==> config.mk <==
export PLATFORM = sky130hd
export DESIGN_NAME = bit_serializer
export DESIGN_NICKNAME = d
export VERILOG_FILES = /design/src/rtl/bit_serializer.sv
export SDC_FILE = /design/constraint.sdc
export NUM_CORES = 1
export LEC_CHECK = 0
export ABC_AREA = 0
export CELL_PAD_IN_SITES_DETAIL_PLACEMENT = 1
export CELL_PAD_IN_SITES_GLOBAL_PLACEMENT = 1
export CORE_MARGIN = 2
export CORE_UTILIZATION = 47
export CTS_CLUSTER_DIAMETER = 150
export DETAILED_ROUTE_END_ITERATION = 7
export PLACE_DENSITY_LB_ADDON = 0.1
export REMOVE_ABC_BUFFERS = 1
export SLEW_MARGIN = 25
export SYNTH_ARGS = -nofsm -noshare
export SYNTH_HDL_FRONTEND = slang
export SYNTH_SLANG_ARGS = --single-unit
==> constraint.sdc <==
create_clock -name clk -period 5.6 [get_ports clk]
set_clock_uncertainty 0.1 [all_clocks]
set_input_delay 0.56 -clock clk [delete_from_list [all_inputs] [get_ports clk]]
set_output_delay 0.56 -clock clk [all_outputs]
set_load 0.1 [all_outputs]
==> src/rtl/bit_serializer.sv <==
// Parallel-to-serial front end: WIDTH-bit words in over valid/ready, MSB-first bits out.
// Optional trailing even-parity bit per frame when SER_PARITY_EN is defined.
module bit_serializer #(
  parameter int WIDTH = 8
) (
  input  logic             clk,
  input  logic             rst,
  input  logic [WIDTH-1:0] data_in,
  input  logic             data_valid,
  output logic             data_ready,
  output logic             dout,
  output logic             dout_valid,
  output logic             frame_start,
  output logic             busy
);

  localparam int CW = $clog2(WIDTH) + 1;
  localparam logic [CW-1:0] LAST = CW'(WIDTH);

  typedef enum logic [1:0] {
    IDLE,
    SHIFT
`ifdef SER_PARITY_EN
    , PARITY
`endif
  } state_t;

  state_t           state, state_d;
  logic [WIDTH-1:0] sh, sh_d;
  logic [CW-1:0]    cnt, cnt_d;
  logic [WIDTH-1:0] hold, hold_d;
  logic             hold_valid, hold_valid_d;
  logic             dout_d, dout_valid_d, frame_start_d;
  logic             accept, load, retire;
  logic [WIDTH-1:0] load_word;
`ifdef SER_PARITY_EN
  logic             par, par_d;
`endif

  assign data_ready = !hold_valid;
  assign accept     = data_valid && data_ready;
  assign busy       = (state != IDLE) || hold_valid;

  // NOTE: every variable gets a default first, so no path leaves it unassigned (no latch).
  always_comb begin
    state_d       = state;
    sh_d          = sh;
    cnt_d         = cnt;
    hold_d        = hold;
    hold_valid_d  = hold_valid;
    dout_d        = dout;
    dout_valid_d  = dout_valid;
    frame_start_d = frame_start;
    load          = 1'b0;
    load_word     = data_in;
    retire        = 1'b0;
`ifdef SER_PARITY_EN
    par_d         = par;
`endif

    case (state)
      IDLE: begin
        if (accept) begin
          load = 1'b1;
        end else begin
          dout_d        = 1'b0;
          dout_valid_d  = 1'b0;
          frame_start_d = 1'b0;
        end
      end
      SHIFT: begin
        if (cnt < LAST) begin
          dout_d        = sh[WIDTH-1];
          sh_d          = sh << 1;
          cnt_d         = cnt + CW'(1);
          frame_start_d = 1'b0;
          if (accept) begin
            hold_d       = data_in;
            hold_valid_d = 1'b1;
          end
        end else begin
`ifdef SER_PARITY_EN
          dout_d        = par;
          frame_start_d = 1'b0;
          state_d       = PARITY;
          if (accept) begin
            hold_d       = data_in;
            hold_valid_d = 1'b1;
          end
`else
          retire = 1'b1;
`endif
        end
      end
`ifdef SER_PARITY_EN
      PARITY: retire = 1'b1;
`endif
      default: state_d = IDLE;
    endcase

    // A held word takes priority; a fresh word on the retire edge keeps the stream gapless.
    if (retire) begin
      if (hold_valid) begin
        load         = 1'b1;
        load_word    = hold;
        hold_valid_d = 1'b0;
      end else if (accept) begin
        load = 1'b1;
      end else begin
        dout_d        = 1'b0;
        dout_valid_d  = 1'b0;
        frame_start_d = 1'b0;
        state_d       = IDLE;
      end
    end

    if (load) begin
      dout_d        = load_word[WIDTH-1];
      dout_valid_d  = 1'b1;
      frame_start_d = 1'b1;
      sh_d          = load_word << 1;
      cnt_d         = CW'(1);
      state_d       = SHIFT;
`ifdef SER_PARITY_EN
      par_d         = ^load_word;
`endif
    end
  end

  // NOTE: sequential state uses non-blocking assignments so all registers update together.
  always_ff @(posedge clk or posedge rst) begin
    if (rst) begin
      state       <= IDLE;
      sh          <= '0;
      cnt         <= '0;
      hold        <= '0;
      hold_valid  <= 1'b0;
      dout        <= 1'b0;
      dout_valid  <= 1'b0;
      frame_start <= 1'b0;
`ifdef SER_PARITY_EN
      par         <= 1'b0;
`endif
    end else begin
      state       <= state_d;
      sh          <= sh_d;
      cnt         <= cnt_d;
      hold        <= hold_d;
      hold_valid  <= hold_valid_d;
      dout        <= dout_d;
      dout_valid  <= dout_valid_d;
      frame_start <= frame_start_d;
`ifdef SER_PARITY_EN
      par         <= par_d;
`endif
    end
  end

endmodule

==> metrics.md, run 1 <==
| Metric | Value |
|---|---|
| Sw Ratio | 0.394 |
| Post-Syn Area | 1220 µm² |
| Antenna violations before repair | 0 |
| Clock buffer count from CTS | 3 |
| Vias/cell | about 5.4 |
| Switch Pwr | 0.261 mW |
| Placeable Area | 2480 µm² |
| Std cell rows | 18 |
| Antenna cells | 0 |
| Required @ worst endpoint | 4.94 ns |
| Layout cell share with drive strength beyond 1 | 0.321 |
| Initial Utilization | 0.492 |
| RSZ-0062 raised after global routing | no |
| Avg WL per Cell | 15.5 µm |
| Final Setup Violations | 0 |
| Actual slew at the worst max-slew pin | approximately 0.97 ns |
| Number of DRC markers in iteration 0 | 2 |
| First-pass GRT wire length | 3590 µm |
| CP arrival | 2.21 ns |
| Worst IR drop on VDD | roughly 0.33 mV |
| Clk slew on worst S/H paths | 0.14 ns |
| Seq/Total Area, Yosys | 0.513 |
| Flop-to-flop setup slack | roughly 3.2 ns |
| Number of global-route vias before repair | 756 |
| Slew Limit Fails | 0 |
| Buffers on Ports | 15 |
| Height of the die | approximately 55 µm |
| Post-synth EDFFs | 0 |
| Post-route setup slack | 2.73 ns |
| Global route overflow | 0 |
| Drt total wl | 2150 µm |
| Warnings, synthesis | 0 |
| Place WS | 2.77 ns |
| Cells after DPL | 135 |
| Post-synth cell types | 27 |
| Fin Setup TNS | 0 ns |
| Critical Path Sink Type | output pin |
| Internal | between 0.4 and 0.5 mW |
| Comb pwr share | 0.422 |
| Synth top area share | 0.513 |
| Top cells by area, synth | dfrtp_1, mux2_2, mux2_4 |
| CP startpoint kind | flip-flop |
| Critical Path Fanout Max | 10 |
| Critical path type | flip-flop to output pin |
| DRT antenna net count | 0 |
| Fmax | roughly 350 MHz |
| Static Leak | 0.637 nW |
| Asr flop ratio synth | 1.00 |
| Final Hold Fails | 0 |
| Final period utilization | 0.513 |
| DP HPWL | 1560 µm |
| Clock Path Buffers | 2 |
| Largest net degree at the start of global routing | 26 |
| Largest area contributor in the netlist | dfrtp_1 |
| Gpl congestion | between 0.6 and 0.7 |
| Clock Power Share | 0.120 |
| Sequential Power Share | 0.458 |
| Worst hold path class | flip-flop to flip-flop |
| Worst-skew pair later-pin latency | 0.31 ns |
| Main flop type after synthesis | dfrtp_1 |
| Post-synthesis average cell area | 13.1 µm² |
| Drt pass-1 iters | 2 |
| Drt drc | 0 |
| I/O Pins | 16 |
| Die X | 54.9 µm |
| Total GRT Usage | 0.168 |
| Die area | 3020 µm² |
| CP max stage delay | 0.97 ns |
| Post-CTS setup buffers | 0 |
| Fin cells | 139 |
| Vias post-DR | 744 |
| # hold bufs at CTS | 0 |
| Post-layout net count | roughly 120 |
| Post-synth top cells | mux2_2, dfrtp_1, nor2_1 |
| PwrDens | ~470 nW/µm² |
| Mapped Cells | 93 |
| CTS tree | built |
| Post-CTS sizing | 0 |
| Max_cap viols | 0 |
| Outcome | finished, final reports clean |
| CTS sink cnt | 25 |
| Final min period | 2.87 ns |
| CTS root buf | clkbuf_4 |
| Relative slew margins | 0.349 |
| CP max stage cell | clkdlybuf4s50_1 |
| Seq cells post-synth | 25 |
| # H-tree levels | 1 |
| P&R area growth vs syn | 15.9% |
| Crit path cell chain | or3_1 > clkdlybuf4s50_1 |
| Count leader, synth | mux2_2 |
cell type report:
type,count,area (µm²)
clock buffers,4,26.3
repair buffers,15,150
fillers,265,1060
flip-flops and latches,25,626
multi-input cells,62,562
inverters,3,11.3
well taps,30,37.5
metal layers:
layer / up-vias / GRT usage / wire length, µm
met4: 0 / 0.0488 / 12
met1: 377 / 0.220 / 1040
met2: 8 / 0.288 / 1040
li1: 357 / - / -
met3: 2 / 0.0242 / 50
met5: - / 0 / 0
through the flow:
step | total power, mW | util | hold WS (ns) | area, µm²
2_1_floorplan | 0.519 | - | 0.373 | 1200
3_3_place_gp | 0.575 | 0.560 | 0.368 | 1390
3_5_place_dp | 0.590 | 0.560 | 0.377 | 1390
4_1_cts | 0.668 | 0.570 | 0.407 | 1410
5_1_grt | 0.704 | 0.570 | 0.443 | 1410
6_report | 0.661 | 0.570 | 0.402 | 1410
cells by family after synthesis:
kind of cell | after synthesis | synth area share
other | 1 | 0.00308
multiplexers | 30 | 0.281
buffers and inverters | 6 | 0.0257
AND/OR/NAND/NOR | 20 | 0.110
adder cells (fa/ha/maj) | 1 | 0.0103
AO/OA/AOI/OAI | 8 | 0.0421
XOR/XNOR | 2 | 0.0144
flip-flops | 25 | 0.513
registers in the layout, indices dropped and copies added (netlist names):
register     cells
state            2
dout_valid       1
hold             8
sh               7
dout             1
hold_valid       1
frame_start      1
cnt              4
cells in the final DEF, fill, tap and decap left out, types with 2 or more instances in the layout:
cell type	count
nand2_1	3
a21oi_1	4
nand2b_1	2
clkdlybuf4s50_1	15
inv_1	2
nor2_1	6
mux2_2	26
nor2b_1	2
mux2_4	2
mux2i_1	2
dfrtp_1	25
clkbuf_4	3
final timing paths:
check                            start  cells past startpoint           to
hold reg to reg            frame_start                      1  frame_start
max in group asynchronous          rst                      2     state[0]
setup reg to reg              state[0]                      4        sh[2]
hold / removal             frame_start                      1  frame_start
setup / recovery              state[1]                      2         busy
min in group asynchronous          rst                      2        sh[6]
power by group through the flow:
stage,clock network [mW],registers (mW),logic [mW]
global placement,0,0.301,0.274
detailed placement,0,0.308,0.282
global route,0.0908,0.313,0.300
floorplan,0,0.345,0.174
CTS,0.0825,0.303,0.283
finish,0.0792,0.303,0.279
critical path: cells and delay by family (launching register included):
family | cells | cell delay, ns
flip-flops | 1 | 0.53
buffers and inverters | 1 | 0.97
AND/OR/NAND/NOR | 1 | 0.40
(Power assumes the default switching activity.)
==> run 2: changes to the inputs <==
--- a/config.mk
+++ b/config.mk
@@ -9,7 +9,7 @@
 export CELL_PAD_IN_SITES_DETAIL_PLACEMENT = 1
 export CELL_PAD_IN_SITES_GLOBAL_PLACEMENT = 1
 export CORE_MARGIN = 2
-export CORE_UTILIZATION = 47
+export CORE_UTILIZATION = 43
 export CTS_CLUSTER_DIAMETER = 150
 export DETAILED_ROUTE_END_ITERATION = 7
 export PLACE_DENSITY_LB_ADDON = 0.1
==> constraint.sdc (replaced) <==
create_clock -name clk -period 3 [get_ports clk]
set_clock_uncertainty 0.1 [all_clocks]
set_input_delay 0.3 -clock clk [delete_from_list [all_inputs] [get_ports clk]]
set_output_delay 0.3 -clock clk [all_outputs]
set_load 0.1 [all_outputs]
==> run 2 against run 1 <==
Flip-flop and latch count did not move; core utilization shrank 5.2 points; power is 86% higher; setup slack lost 1.7 ns; final cell count grew 2.2%.
==> metrics.md, run 2 (synthesis results as in run 1) <==
| Metric | Value |
|---|---|
| # fillers | 280 (+5.7%) |
| # hold bufs at CTS | 0 (unchanged) |
| Design Power | 1.23 mW (+86%) |
| Std cell rows | 19 (+1) |
| Initial Utilization | 0.446 (-0.0462) |
| Drt total wl | 2090 µm (-2.8%) |
| Required @ worst endpoint | 3.12 ns (-1.82 ns) |
| Max_cap viols | 0 (unchanged) |
| Final period utilization | 0.652 |
| Largest net degree at the start of global routing | 26 (unchanged) |
| P&R area growth vs syn | 16.3% |
| Largest registers | hold x8, sh x7, cnt x4 |
| Drt drc | 0 (unchanged) |
| Avg WL per Cell | 14.7 µm (-4.9%) |
| Outcome | finished, final reports clean |
| Fmax | 511 MHz |
| Buffers on Ports | 15 (unchanged) |
| CTS tree | built |
| CTS sink cnt | 25 (unchanged) |
| Fin Setup TNS | 0 ns (unchanged) |
| Number of DRC markers in iteration 0 | 22 (+20) |
| Post-CTS setup buffers | 0 (unchanged) |
| Relative slew margins | 0.410 (+0.0610) |
| Worst-skew pair later-pin latency | 0.31 ns (about the same) |
| Biggest register | hold |
| First-pass GRT wire length | 3750 µm (+4.6%) |
| RSZ-0062 raised after global routing | no |
| Die area | 3280 µm² (+8.6%) |
| # H-tree levels | 1 (unchanged) |
| Clock buffer count from CTS | 3 (unchanged) |
| Worst hold path class | input pin to async pin |
| Vias post-DR | 750 (+0.81%) |
| Critical Path Fanout Max | 10 (unchanged) |
| Post-layout net count | 124 (+1.6%) |
| Clk slew on worst S/H paths | 0.13 ns (about the same) |
| Final Setup Violations | 0 (unchanged) |
| Post-CTS sizing | 0 (unchanged) |
| Cells after DPL | 138 (+2.2%) |
| Hold WS | 0.259 ns (-0.143 ns) |
| Util after Layout | 0.519 (-0.0517) |
| Number of global-route vias before repair | 829 (+9.7%) |
| Final min period | 1.96 ns |
| Final Hold Fails | 0 (unchanged) |
| Fin cells | 142 (+2.2%) |
| Critical path type | flip-flop to flip-flop |
| Reg2Reg Depth | 4 (unchanged) |
| CP startpoint kind | flip-flop |
| DRT antenna net count | 0 (unchanged) |
| Die X | 57.2 µm (+4.2%) |
| PwrDens | 866 nW/µm² (+85%) |
| Commonest non-fill, non-tap cell in the layout | mux2_2 |
| Layout cell share with drive strength beyond 1 | 0.387 (+0.0663) |
| CP arrival | 2.07 ns (-0.14 ns) |
| I/O Pins | 16 (unchanged) |
| Antenna violations before repair | 0 (unchanged) |
| Static Leak | 0.656 nW (+3.1%) |
| CTS root buf | clkbuf_4 |
| Vias/cell | 5.28 (-1.3%) |
| Total GRT Usage | 0.150 (-0.0176) |
| Antenna cells | 0 (unchanged) |
| DP HPWL | 1500 µm (-4.0%) |
| Gpl congestion | 0.707 (+8.0%) |
| Most frequent cells in the layout | mux2_2, dfrtp_1, clkdlybuf4s50_1, buf_4, nor2_1 |
| Worst IR drop on VDD | 0.652 mV (+99%) |
| Actual slew at the worst max-slew pin | 0.880 ns (-0.0916 ns) |
| Clock Path Buffers | 2 (unchanged) |
| Drt pass-1 iters | 4 (+2) |
| Global route overflow | 0 (unchanged) |
| Height of the die | 57.2 µm (+4.2%) |
| Placeable Area | 2730 µm² (+10%) |
| Critical Path Sink Type | flip-flop |
| Max reg flops | 8 (unchanged) |
| Slew Limit Fails | 0 (unchanged) |
-- run 2: per-stage QoR --
stage | worst slack, ns | area, µm²
final | 1.04 | 1420
after global routing | 0.940 | 1420
after CTS | 1.04 | 1420
after detailed placement | 0.860 | 1390
after global placement | 0.904 | 1390
after floorplan | 0.948 | 1200
-- run 2: cell type report --
cell class | count | area, µm² | share of cell area
clock buffers | 3 | 22.5 | 0.0159
clock inverters | 1 | 5.00 | 0.00353
inverters | 3 | 11.3 | 0.00794
multi-input cells | 62 | 562 | 0.396
flip-flops and latches | 25 | 626 | 0.441
well taps | 31 | 38.8 | 0.0274
repair buffers | 17 | 153 | 0.108
-- run 2: critical path, cell delays in order, from the launching register on --
cell and delay, ns:
dfrtp_1 0.57, nand4b_4 0.30, mux2_2 0.36, mux2_2 0.26, mux2_2 0.26
-- run 2: worst paths after layout --
path / from / to / slack, ns
max: state[1] / sh[7] / 1.04
min: rst / hold[0] / 0.26
max reg2reg: state[1] / sh[7] / 1.04
min reg2reg: frame_start / frame_start / 0.40
max in group asynchronous: rst / dout / 2.14
min in group clk: frame_start / frame_start / 0.40
-- run 2: report_power, final --
| part | internal [mW] | switching, mW |
|---|---|---|
| logic | 0.224 | 0.295 |
| clock network | 0.0499 | 0.0983 |
| registers | 0.469 | 0.0918 |
-- run 2: per-layer routing --
metal | track usage | vias to the layer above | share of wire
met5 | 0 | - | 0
met4 | 0.0199 | 0 | 0
met3 | 0.0476 | 0 | 0.028
met2 | 0.250 | 8 | 0.50
met1 | 0.199 | 384 | 0.47
li1 | - | 358 | -
